### config.mk
export PLATFORM = sky130hd
export DESIGN_NAME = fighter_anim_fsm
export DESIGN_NICKNAME = d
export VERILOG_FILES = /design/src/rtl/fighter_pkg.sv /design/src/rtl/frame_tick_gen.sv /design/src/rtl/fighter_anim_fsm.sv
export SDC_FILE = /design/constraint.sdc
export NUM_CORES = 1
export LEC_CHECK = 0
export CAP_MARGIN = 20
export CORE_UTILIZATION = 40
export DETAILED_ROUTE_END_ITERATION = 8
export SYNTH_ARGS = -nofsm -noshare
export SYNTH_HDL_FRONTEND = slang
export SYNTH_SLANG_ARGS = --single-unit
### constraint.sdc
create_clock -name Clk -period 4.7 [get_ports Clk]
set_input_delay 0.705 -clock Clk [delete_from_list [all_inputs] [get_ports Clk]]
set_output_delay 0.705 -clock Clk [all_outputs]
set_load 0.01 [all_outputs]
### src/rtl/fighter_pkg.sv
// Shared types for the fighter animation controller, sprite address decoder and collision logic.
package fighter_pkg;

    typedef enum logic [2:0] {
        ST_STAND  = 3'd0,
        ST_MOVE_L = 3'd1,
        ST_MOVE_R = 3'd2,
        ST_ATTACK = 3'd3,
        ST_DEFEND = 3'd4,
        ST_HURT   = 3'd5,
        ST_KO     = 3'd6
    } anim_state_t;

endpackage

### src/rtl/frame_tick_gen.sv
// Synchronises the vsync-rate frame clock into the Clk domain and emits a one-Clk tick
// on each rising edge of it.
module frame_tick_gen (
    input  logic Clk,
    input  logic Reset,
    input  logic i_frame_clk,
    output logic o_tick
);

    logic r_sync1, r_sync2, r_sync3, r_tick;
    logic w_sync1_d, w_sync2_d, w_sync3_d, w_tick_d;

    always_ff @(posedge Clk) begin
        if (Reset) begin
            r_sync1 <= 1'b0;
            r_sync2 <= 1'b0;
            r_sync3 <= 1'b0;
            r_tick  <= 1'b0;
        end else begin
            r_sync1 <= w_sync1_d;
            r_sync2 <= w_sync2_d;
            r_sync3 <= w_sync3_d;
            r_tick  <= w_tick_d;
        end
    end

    // r_sync1/r_sync2 form the synchroniser; r_sync3 is the edge-detect history.
    always_comb begin
        w_sync1_d = i_frame_clk;
        w_sync2_d = r_sync1;
        w_sync3_d = r_sync2;
        w_tick_d  = r_sync2 & ~r_sync3;
    end

    assign o_tick = r_tick;

endmodule

### src/rtl/fighter_anim_fsm.sv
// Per-fighter animation/action controller: state, frame and hit points advance on frame ticks,
// with registered one-Clk step, hit and block strobes.
module fighter_anim_fsm
    import fighter_pkg::*;
#(
    parameter int unsigned FW          = 8,
    parameter int unsigned HPW         = 7,
    parameter int unsigned HP_MAX      = 100,
    parameter int unsigned HURT_DMG    = 10,
    parameter int unsigned STAND_LAST  = 7,
    parameter int unsigned MOVE_LAST   = 4,
    parameter int unsigned ATK_LAST    = 8,
    parameter int unsigned DEF_LAST    = 0,
    parameter int unsigned HURT_LAST   = 3,
    parameter int unsigned KO_LAST     = 5,
    parameter int unsigned STAND_DLY   = 10,
    parameter int unsigned MOVE_DLY    = 10,
    parameter int unsigned ATK_DLY     = 3,
    parameter int unsigned DEF_DLY     = 0,
    parameter int unsigned HURT_DLY    = 2,
    parameter int unsigned KO_DLY      = 6,
    parameter int unsigned ATK_HIT_FRM = 5
) (
    input  logic           Clk,
    input  logic           Reset,
    input  logic           frame_clk,
    input  logic           btn_attack,
    input  logic           btn_defend,
    input  logic           btn_left,
    input  logic           btn_right,
    input  logic           hurt_in,
    output logic [2:0]     state_out,
    output logic [FW-1:0]  frame_num,
    output logic           facing_r,
    output logic           move_l,
    output logic           move_r,
    output logic           hit_pulse,
    output logic           block_pulse,
    output logic [HPW-1:0] hp,
    output logic           ko
);

    anim_state_t    r_state, w_state_d, w_req;
    logic [FW-1:0]  r_frame, w_frame_d, r_delay, w_delay_d;
    logic [FW-1:0]  w_last, w_dly, w_frame_inc;
    logic [HPW-1:0] r_hp, w_hp_d;
    logic           r_facing, w_facing_d, r_pend, w_pend_d;
    logic           r_move_l, r_move_r, r_hit, r_block;
    logic           w_move_l_d, w_move_r_d, w_hit_d, w_block_d;
    logic           w_tick, w_delay_done, w_at_last;

    frame_tick_gen u_tick (
        .Clk         (Clk),
        .Reset       (Reset),
        .i_frame_clk (frame_clk),
        .o_tick      (w_tick)
    );

    always_ff @(posedge Clk) begin
        if (Reset) begin
            r_state  <= ST_STAND;
            r_frame  <= '0;
            r_delay  <= '0;
            r_facing <= 1'b1;
            r_hp     <= HPW'(HP_MAX);
            r_pend   <= 1'b0;
            r_move_l <= 1'b0;
            r_move_r <= 1'b0;
            r_hit    <= 1'b0;
            r_block  <= 1'b0;
        end else begin
            r_state  <= w_state_d;
            r_frame  <= w_frame_d;
            r_delay  <= w_delay_d;
            r_facing <= w_facing_d;
            r_hp     <= w_hp_d;
            r_pend   <= w_pend_d;
            r_move_l <= w_move_l_d;
            r_move_r <= w_move_r_d;
            r_hit    <= w_hit_d;
            r_block  <= w_block_d;
        end
    end

    always_comb begin
        w_last = '0;
        w_dly  = '0;
        case (r_state)
            ST_STAND:             begin w_last = FW'(STAND_LAST); w_dly = FW'(STAND_DLY); end
            ST_MOVE_L, ST_MOVE_R: begin w_last = FW'(MOVE_LAST);  w_dly = FW'(MOVE_DLY);  end
            ST_ATTACK:            begin w_last = FW'(ATK_LAST);   w_dly = FW'(ATK_DLY);   end
            ST_DEFEND:            begin w_last = FW'(DEF_LAST);   w_dly = FW'(DEF_DLY);   end
            ST_HURT:              begin w_last = FW'(HURT_LAST);  w_dly = FW'(HURT_DLY);  end
            ST_KO:                begin w_last = FW'(KO_LAST);    w_dly = FW'(KO_DLY);    end
            default:              begin w_last = '0;              w_dly = '0;             end
        endcase
    end

    assign w_delay_done = (r_delay >= w_dly);
    assign w_at_last    = (r_frame == w_last);
    assign w_frame_inc  = r_frame + 1'b1;

    // Left and right together cancel to STAND.
    assign w_req = btn_attack               ? ST_ATTACK :
                   btn_defend               ? ST_DEFEND :
                   (btn_left && btn_right)  ? ST_STAND  :
                   btn_left                 ? ST_MOVE_L :
                   btn_right                ? ST_MOVE_R : ST_STAND;

    always_comb begin
        w_state_d  = r_state;
        w_frame_d  = r_frame;
        w_delay_d  = r_delay;
        w_facing_d = r_facing;
        w_hp_d     = r_hp;
        w_pend_d   = r_pend | hurt_in;
        w_move_l_d = 1'b0;
        w_move_r_d = 1'b0;
        w_hit_d    = 1'b0;
        w_block_d  = 1'b0;
        if (w_tick) begin
            if (r_state == ST_KO) begin
                w_pend_d = 1'b0;
                if (!w_delay_done) begin
                    w_delay_d = r_delay + 1'b1;
                end else begin
                    w_delay_d = '0;
                    if (!w_at_last) w_frame_d = w_frame_inc;
                end
            end else if (r_pend && r_state == ST_DEFEND) begin
                w_pend_d  = hurt_in;
                w_block_d = 1'b1;
            end else if (r_pend) begin
                w_pend_d  = hurt_in;
                w_frame_d = '0;
                w_delay_d = '0;
                if (r_hp <= HPW'(HURT_DMG)) begin
                    w_hp_d    = '0;
                    w_state_d = ST_KO;
                end else begin
                    w_hp_d    = r_hp - HPW'(HURT_DMG);
                    w_state_d = ST_HURT;
                end
            end else if (r_state == ST_HURT || r_state == ST_ATTACK) begin
                if (!w_delay_done) begin
                    w_delay_d = r_delay + 1'b1;
                end else if (w_at_last) begin
                    w_state_d = ST_STAND;
                    w_frame_d = '0;
                    w_delay_d = '0;
                end else begin
                    w_delay_d = '0;
                    w_frame_d = w_frame_inc;
                    w_hit_d   = (r_state == ST_ATTACK) && (w_frame_inc == FW'(ATK_HIT_FRM));
                end
            end else begin
                if (w_req == r_state) begin
                    if (!w_delay_done) begin
                        w_delay_d = r_delay + 1'b1;
                    end else begin
                        w_delay_d = '0;
                        w_frame_d = w_at_last ? '0 : w_frame_inc;
                    end
                end else begin
                    w_state_d = w_req;
                    w_frame_d = '0;
                    w_delay_d = '0;
                    w_hit_d   = (w_req == ST_ATTACK) && (ATK_HIT_FRM == 0);
                end
                if (w_state_d == ST_MOVE_L) begin
                    w_move_l_d = 1'b1;
                    w_facing_d = 1'b0;
                end
                if (w_state_d == ST_MOVE_R) begin
                    w_move_r_d = 1'b1;
                    w_facing_d = 1'b1;
                end
            end
        end
    end

    always_comb begin
        state_out   = r_state;
        frame_num   = r_frame;
        facing_r    = r_facing;
        move_l      = r_move_l;
        move_r      = r_move_r;
        hit_pulse   = r_hit;
        block_pulse = r_block;
        hp          = r_hp;
        ko          = (r_state == ST_KO);
    end

endmodule

=== Yosys cells after proc, flatten, opt, wreduce, memory -nomap -nowiden ===
Cells that the tools add are included.

* Register bits: 36
* Bits in latches: 0
* Bits in writable memories: 0
* Bits in read-only memories: 0
* Input port bits: 8
* Output and inout bits: 24
* Word-level logic and storage cells: 103
* Memories kept: 0

* Add/subtract/negate cells: 3
* Multiply operators: 0
* Div/mod/pow operators: 0
* $lt $le $gt $ge: 2
* Equality and inequality tests: 16
* Shift-type cells: 0
* Mux-type cells: 43
* Bitwise gates (word level): 9
* Reductions and logical operators: 16

{| class="wikitable"
|+ Operator list
! kind !! number
|-
| two-way mux 8 bit || 15
|-
| two-way mux 3 bit || 12
|-
| one-hot mux 4 bit (5 select lines) || 1
|-
| adder 8 x 1 -> 8 bit, second input constant || 2
|-
| one-hot mux 4 bit (4 select lines) || 1
|-
| == test 3 x 2 -> 1 bit, second input constant || 3
|-
| == test 3 bit, second input constant || 3
|-
| two-way mux 1 bit || 9
|-
| == test 8 x 3 -> 1 bit, second input constant || 1
|-
| == test 8 bit || 1
|-
| greater-or-equal comparator 8 bit || 1
|-
| two-way mux 2 bit || 4
|-
| AND reduction 4 bit || 2
|-
| OR reduction 8 bit || 1
|-
| <= comparator 7 x 4 -> 1 bit, second input constant || 1
|-
| two-way mux 7 bit || 1
|-
| inverter 1 bit || 7
|-
| subtractor 7 x 4 -> 7 bit, second input constant || 1
|-
| == test 3 x 1 -> 1 bit, second input constant || 2
|-
| != test 3 bit, second input constant || 2
|-
| AND reduction 6 bit || 1
|-
| OR reduction 3 bit || 2
|-
| OR reduction 6 bit || 1
|-
| AND reduction 5 bit || 1
|-
| other kinds (11) || 14
|}

=== Longest topological paths before layout ===
* Depth in word-level cells: 15
* Gate-level depth with buffers: 12
* Gate-level depth less buffers: 10

=== Cells and area by module ===
A second synthesis with hierarchy kept.

* Cell total of the unflattened synthesis: 260
* Area total of the unflattened synthesis: 2,092.0 um2

{| class="wikitable"
|+ Modules (own cells, without submodules)
! module !! times used !! cells an instance !! area an instance (um2) !! sequential area each (um2)
|-
| fighter_anim_fsm || 1 || 252 || 1,980.6 || 620.6
|-
| frame_tick_gen || 1 || 8 || 111.4 || 80.1
|}

=== Least setup slack after synthesis ===
OpenSTA, ideal clock, no wires.

* Kind: reg2reg
* Start point: reg r_state[0] (netlist: state_out[0])
* End point: reg r_frame[7] (netlist: frame_num[7])
* Setup time: 0.115 ns
* Data arrival time: 2.267 ns
* Setup slack: 2.319 ns
* Stages on the path, launching flop included: 13
* Period minus slack after synthesis: 2.381 ns
* Path through: dfxtp_1 buf_4 nand2_1 nor2_1 ha_1 nand2b_1 a211oi_1 o21a_1 buf_2 nor2_1 a21oi_1 a21oi_1 o21a_1

* Longest elaborated chain between the ends: 11
* Elaborated cells between the ends (all ways): 27
* Classes of those cells: order compare (1); eq/ne (11); mux (9); reduce/logical (6)

{| class="wikitable"
|+ Ends and longest elaborated chain
! element !! line !! text
|-
| from (decl) || fighter_anim_fsm.sv:43 || <nowiki>anim_state_t r_state, w_state_d, w_req;</nowiki>
|-
| from (signal assigned) || fighter_anim_fsm.sv:72 || <nowiki>r_state <= w_state_d;</nowiki>
|-
| parallel branches: the longest is 11 deep, another holds greater-or-equal comparator 8 bit || -- ||
|-
| to (signal assigned) || fighter_anim_fsm.sv:73 || <nowiki>r_frame <= w_frame_d;</nowiki>
|-
| to (decl) || fighter_anim_fsm.sv:44 || <nowiki>logic [FW-1:0] r_frame, w_frame_d, r_delay, w_delay_d;</nowiki>
|}

Parallel ways; which one is timed is not known. The select of a mux whose other input is x is not followed.
A chain may end at the register's enable or synchronous reset.

=== Worst setup path after layout ===
* Start point: reg r_state[1] (netlist: state_out[1])
* End point: reg r_frame[3] (netlist: frame_num[3])

Same word-level chain as after synthesis.

==> impl_summary.log <==
INFO  metric chipHeight = 78.2 um
INFO  metric pin_count = 32
INFO  metric placeableCoreArea = 5540 um^2
INFO  metric sequential_to_total_area_share_from_yosys_stat = 30.2%
INFO  metric synth.ff_latch_count = 35
INFO  metric grt_start_max_net_pins = 19
INFO  metric overflow = 0
INFO  metric synth.area.top_cells = sky130_fd_sc_hd__dfxtp_1 (30%), sky130_fd_sc_hd__nor2_1 (5.3%), sky130_fd_sc_hd__ha_1 (4.3%)
INFO  metric crit_path_end_kind = register
INFO  metric ys.flop_type = sky130_fd_sc_hd__dfxtp_1
INFO  metric fillers = 575
INFO  metric cts_tree = built
INFO  metric die_x = 78.2 um
INFO  metric tightestPinTransition = 1.03 ns
INFO  metric buffer_ports.inserted = 30
INFO  metric largest_family_of_logic_cells_by_synthesized_area = simple AND/OR/NAND/NOR gates
INFO  metric area_delta_synth_final = 16.5%
INFO  metric vias = 2128
INFO  metric synth-adder-area-share = 4.31%
INFO  metric die_area = 6110 um^2
INFO  metric power_switching_share = 26.6%
INFO  metric result_of_the_run = finished, final reports clean
INFO  metric crit_path_top_delay_cell = sky130_fd_sc_hd__dfxtp_1
INFO  metric layout-drive-gt1-share = 7.69%
INFO  metric critical_path_arrival = 3.31 ns
INFO  metric cap_viol_max_count = 0
INFO  metric cts_hold_repair.buffers = 0
INFO  metric post_cts.resized_instances = 0
INFO  metric final_area = 2700 um^2
INFO  metric number_of_nets_in_the_final_layout = 327
INFO  metric finalMaxSlewViolations = 0
INFO  metric cts_setup_buffers = 0
INFO  metric clock_tree.htree_level_count = 2
INFO  metric crit_path_max_fanout = 15
INFO  metric syn-num-nets = 306
INFO  metric fin_tns_setup = 0 ns
INFO  metric power.internal = 0.431 mW
INFO  metric finalSetupViolations = 0
INFO  metric synthDominantAreaCellType = sky130_fd_sc_hd__dfxtp_1
INFO  metric drc = 0
INFO  metric initial_core_utilization = 41.9%
INFO  metric asyncSetResetFlopFracSynth = 0%
INFO  metric synth.area.mux_share = 0%
INFO  metric synth_simple_gate_area_share = 29.0%
INFO  metric worstPathCellList = nand2_1, nor2_1, ha_1, nand2b_1, a211oi_1, o21a_1, nor3_2, a31o_1, a211oi_2
INFO  metric p_leak = 0.987 nW
INFO  metric relSlewSlack = 30.3%
INFO  metric core.rowCount = 27
INFO  metric drt_first_pass_iters = 4
INFO  metric globalRouteTotalUtil = 19.5%
INFO  metric timing.final.crit_share = 66.0%
INFO  metric netlist.area_leader.share = 30.2%
INFO  metric setup.reg_to_reg.worst_slack = 1.60 ns
INFO  metric inserted_clock_buffers = 5
INFO  metric mappedNetlistArea = 2320 um^2
INFO  metric grt_first_pass_wirelength = 9270 um
INFO  metric dpl_cell_area = 2620 um^2
INFO  metric drt_first_iter_violations = 169
INFO  metric power_density = 217 nW/um^2
INFO  metric clock_path_buffers = 2
INFO  metric clock-skew-final = 0.00955 ns
INFO  metric clk_pin_slew = 0.07 ns
INFO  metric gp_congestion = 0.838
INFO  metric hp-class = reg -> reg
INFO  metric peakVddDrop = 0.122 mV
INFO  metric via_count_of_the_first_global_routing_pass = 1908
INFO  metric cts_num_sinks = 35
INFO  metric synth_compound_gate_area_share = 23.3%
INFO  metric hpwl = 4000 um
INFO  metric antenna_found_initial = 0
INFO  metric ys_types = 65
INFO  metric share_clk_of_total_power = 37.3%
INFO  metric cp_data_required_time = 4.91 ns
INFO  metric combinational_share_of_power = 9.8%
INFO  metric cp_slowest_stage_delay = 0.72 ns
INFO  metric synthesis.yosys.warnings = 0
INFO  metric timing_worst_setup_path_type = reg -> reg
INFO  metric seq_power_share = 52.9%
INFO  metric rsz0062_at_grt = no
INFO  metric total_wirelength_of_the_detailed_routed_design = 5590 um
INFO  metric post_synth_xor_area_fraction = 6.47%
INFO  metric antennaDiodeCount = 0
INFO  metric startpoint_class = register
INFO  metric via_per_inst = 5.54
INFO  metric root_buffer = sky130_fd_sc_hd__clkbuf_8
INFO  metric max_freq = 323 MHz
INFO  metric avgSynthCellArea = 8.00 um^2
INFO  metric detail_route.wl_per_cell = 14.6 um
INFO  metric period_needed = 3.10 ns
INFO  metric synthCells = 290
INFO  metric total_switching_power = 0.156 mW
INFO  metric number_of_flops_mapped_to_enable_cells_by_yosys = 0
INFO  metric clock_insertion_delay_worst_skew = 0.29 ns
INFO  metric ant_nets = 0
INFO  metric final_hold_viol_count = 0
-- power groups by stage --
stage	registers (mW)	clock network, mW	logic, mW
after floorplan	0.312	0	0.0432
after global placement	0.317	0	0.0571
after detailed placement	0.317	0	0.0572
after CTS	0.310	0.230	0.0575
after global routing	0.312	0.239	0.0633
final	0.311	0.219	0.0572
-- area by class of cell --
| type | count | area, um^2 | area share (%) |
|---|---|---|---|
| Inverter | 14 | 52.6 | 1.94 |
| Tap cell | 72 | 90.1 | 3.33 |
| Clock buffer | 6 | 72.6 | 2.69 |
| Multi-Input combinational cell | 224 | 1470 | 54.3 |
| Sequential cell | 35 | 701 | 25.9 |
| Timing Repair Buffer | 31 | 308 | 11.4 |
| Clock inverter | 2 | 12.5 | 0.463 |
-- kinds of logic after synthesis --
kind of cell	Yosys count
other cells	1
buf+inv	31
flops	35
fa+ha+maj	8
simple gates	124
compound gates	76
xor+xnor	15
-- worst max-delay path: cells and delay by family (launching register included) --
| kind | cells | cell delay (ns) |
|---|---|---|
| AOI/OAI and AO/OA | 4 | 1.22 |
| and+or+nand+nor | 4 | 0.83 |
| DFF | 1 | 0.72 |
| adders and majority gates | 1 | 0.26 |
-- flip-flops by register name, summed over array words and instances, names as in the netlist --
register        count
u_tick.r_sync2      1
move_r              1
r_pend              1
u_tick.r_sync1      1
move_l              1
hit_pulse           1
state_out           3
block_pulse         1
frame_num           8
u_tick.r_sync3      1
facing_r            1
r_delay             8
hp                  6
u_tick.o_tick       1
-- stage by stage --
step           std cells  total power [mW]  util [%]  hold slack (ns)  setup slack, ns
2_1_floorplan        290             0.355         -            0.367             2.32
3_3_place_gp         376             0.374      47.2            0.375             1.63
3_5_place_dp         376             0.375      47.2            0.375             1.60
4_1_cts              384             0.598      48.8            0.386             1.58
5_1_grt              384             0.614      48.8            0.413             1.29
6_report             384             0.587      48.8            0.383             1.60
-- Yosys cell counts, types with 2 or more instances --
library cell,instances
sky130_fd_sc_hd__a211oi_1,6
sky130_fd_sc_hd__nor3_1,9
sky130_fd_sc_hd__nand2_1,23
sky130_fd_sc_hd__inv_1,13
sky130_fd_sc_hd__o21ai_0,12
sky130_fd_sc_hd__and3_1,4
sky130_fd_sc_hd__nor4bb_1,2
sky130_fd_sc_hd__nand2_2,2
sky130_fd_sc_hd__xnor2_1,5
sky130_fd_sc_hd__and2_1,3
sky130_fd_sc_hd__nor4b_1,3
sky130_fd_sc_hd__a21o_1,2
sky130_fd_sc_hd__nand2b_1,5
sky130_fd_sc_hd__nand4_1,4
sky130_fd_sc_hd__nor2b_1,8
sky130_fd_sc_hd__buf_6,3
sky130_fd_sc_hd__buf_2,5
sky130_fd_sc_hd__a31oi_1,5
sky130_fd_sc_hd__o21a_1,5
sky130_fd_sc_hd__a21oi_1,19
sky130_fd_sc_hd__o211a_1,2
sky130_fd_sc_hd__o41ai_1,2
sky130_fd_sc_hd__or4_1,2
sky130_fd_sc_hd__buf_4,2
sky130_fd_sc_hd__o21bai_1,2
sky130_fd_sc_hd__nand3_1,11
sky130_fd_sc_hd__ha_1,8
sky130_fd_sc_hd__or3_1,3
sky130_fd_sc_hd__o21ai_1,3
sky130_fd_sc_hd__dfxtp_1,35
sky130_fd_sc_hd__xor2_1,9
sky130_fd_sc_hd__nor3b_1,2
sky130_fd_sc_hd__nor2_1,33
sky130_fd_sc_hd__clkbuf_1,7
-- path summary, 6_finish.rpt --
check / from / endpoint / depth (start not counted)
worst min register to register: u_tick.r_sync3 / u_tick.o_tick / 1
worst min-delay path: u_tick.r_sync3 / u_tick.o_tick / 1
worst max register to register: state_out[1] / frame_num[3] / 9
worst max-delay path: state_out[1] / frame_num[3] / 9
-- cells in the final DEF (no fill, tap or decap), types with 3 or more instances in the layout --
master,instances
sky130_fd_sc_hd__xnor2_1,5
sky130_fd_sc_hd__a31oi_1,5
sky130_fd_sc_hd__inv_1,13
sky130_fd_sc_hd__o21ai_1,3
sky130_fd_sc_hd__clkbuf_8,5
sky130_fd_sc_hd__xor2_1,9
sky130_fd_sc_hd__and2_1,3
sky130_fd_sc_hd__nor2_1,33
sky130_fd_sc_hd__dfxtp_1,35
sky130_fd_sc_hd__ha_1,8
sky130_fd_sc_hd__and3_1,4
sky130_fd_sc_hd__o21ai_0,12
sky130_fd_sc_hd__nor4b_1,3
sky130_fd_sc_hd__nand4_1,4
sky130_fd_sc_hd__a21oi_1,19
sky130_fd_sc_hd__nand3_1,11
sky130_fd_sc_hd__a211oi_1,6
sky130_fd_sc_hd__o21a_1,5
sky130_fd_sc_hd__nand2b_1,5
sky130_fd_sc_hd__or3_1,3
sky130_fd_sc_hd__nor2b_1,8
sky130_fd_sc_hd__nor3_1,9
sky130_fd_sc_hd__clkdlybuf4s50_1,30
sky130_fd_sc_hd__nand2_1,23
-- metal layers --
| metal | wire, um | GRT usage, % | vias up |
|---|---|---|---|
| met1 | 2730 | 26.1 | 986 |
| met3 | 298 | 3.84 | 6 |
| met5 | 0 | 0 | - |
| met2 | 2480 | 30.9 | 60 |
| met4 | 87 | 6.85 | 0 |
| li1 | - | - | 1076 |
No activity file was read; power rests on OpenSTA's default activity.
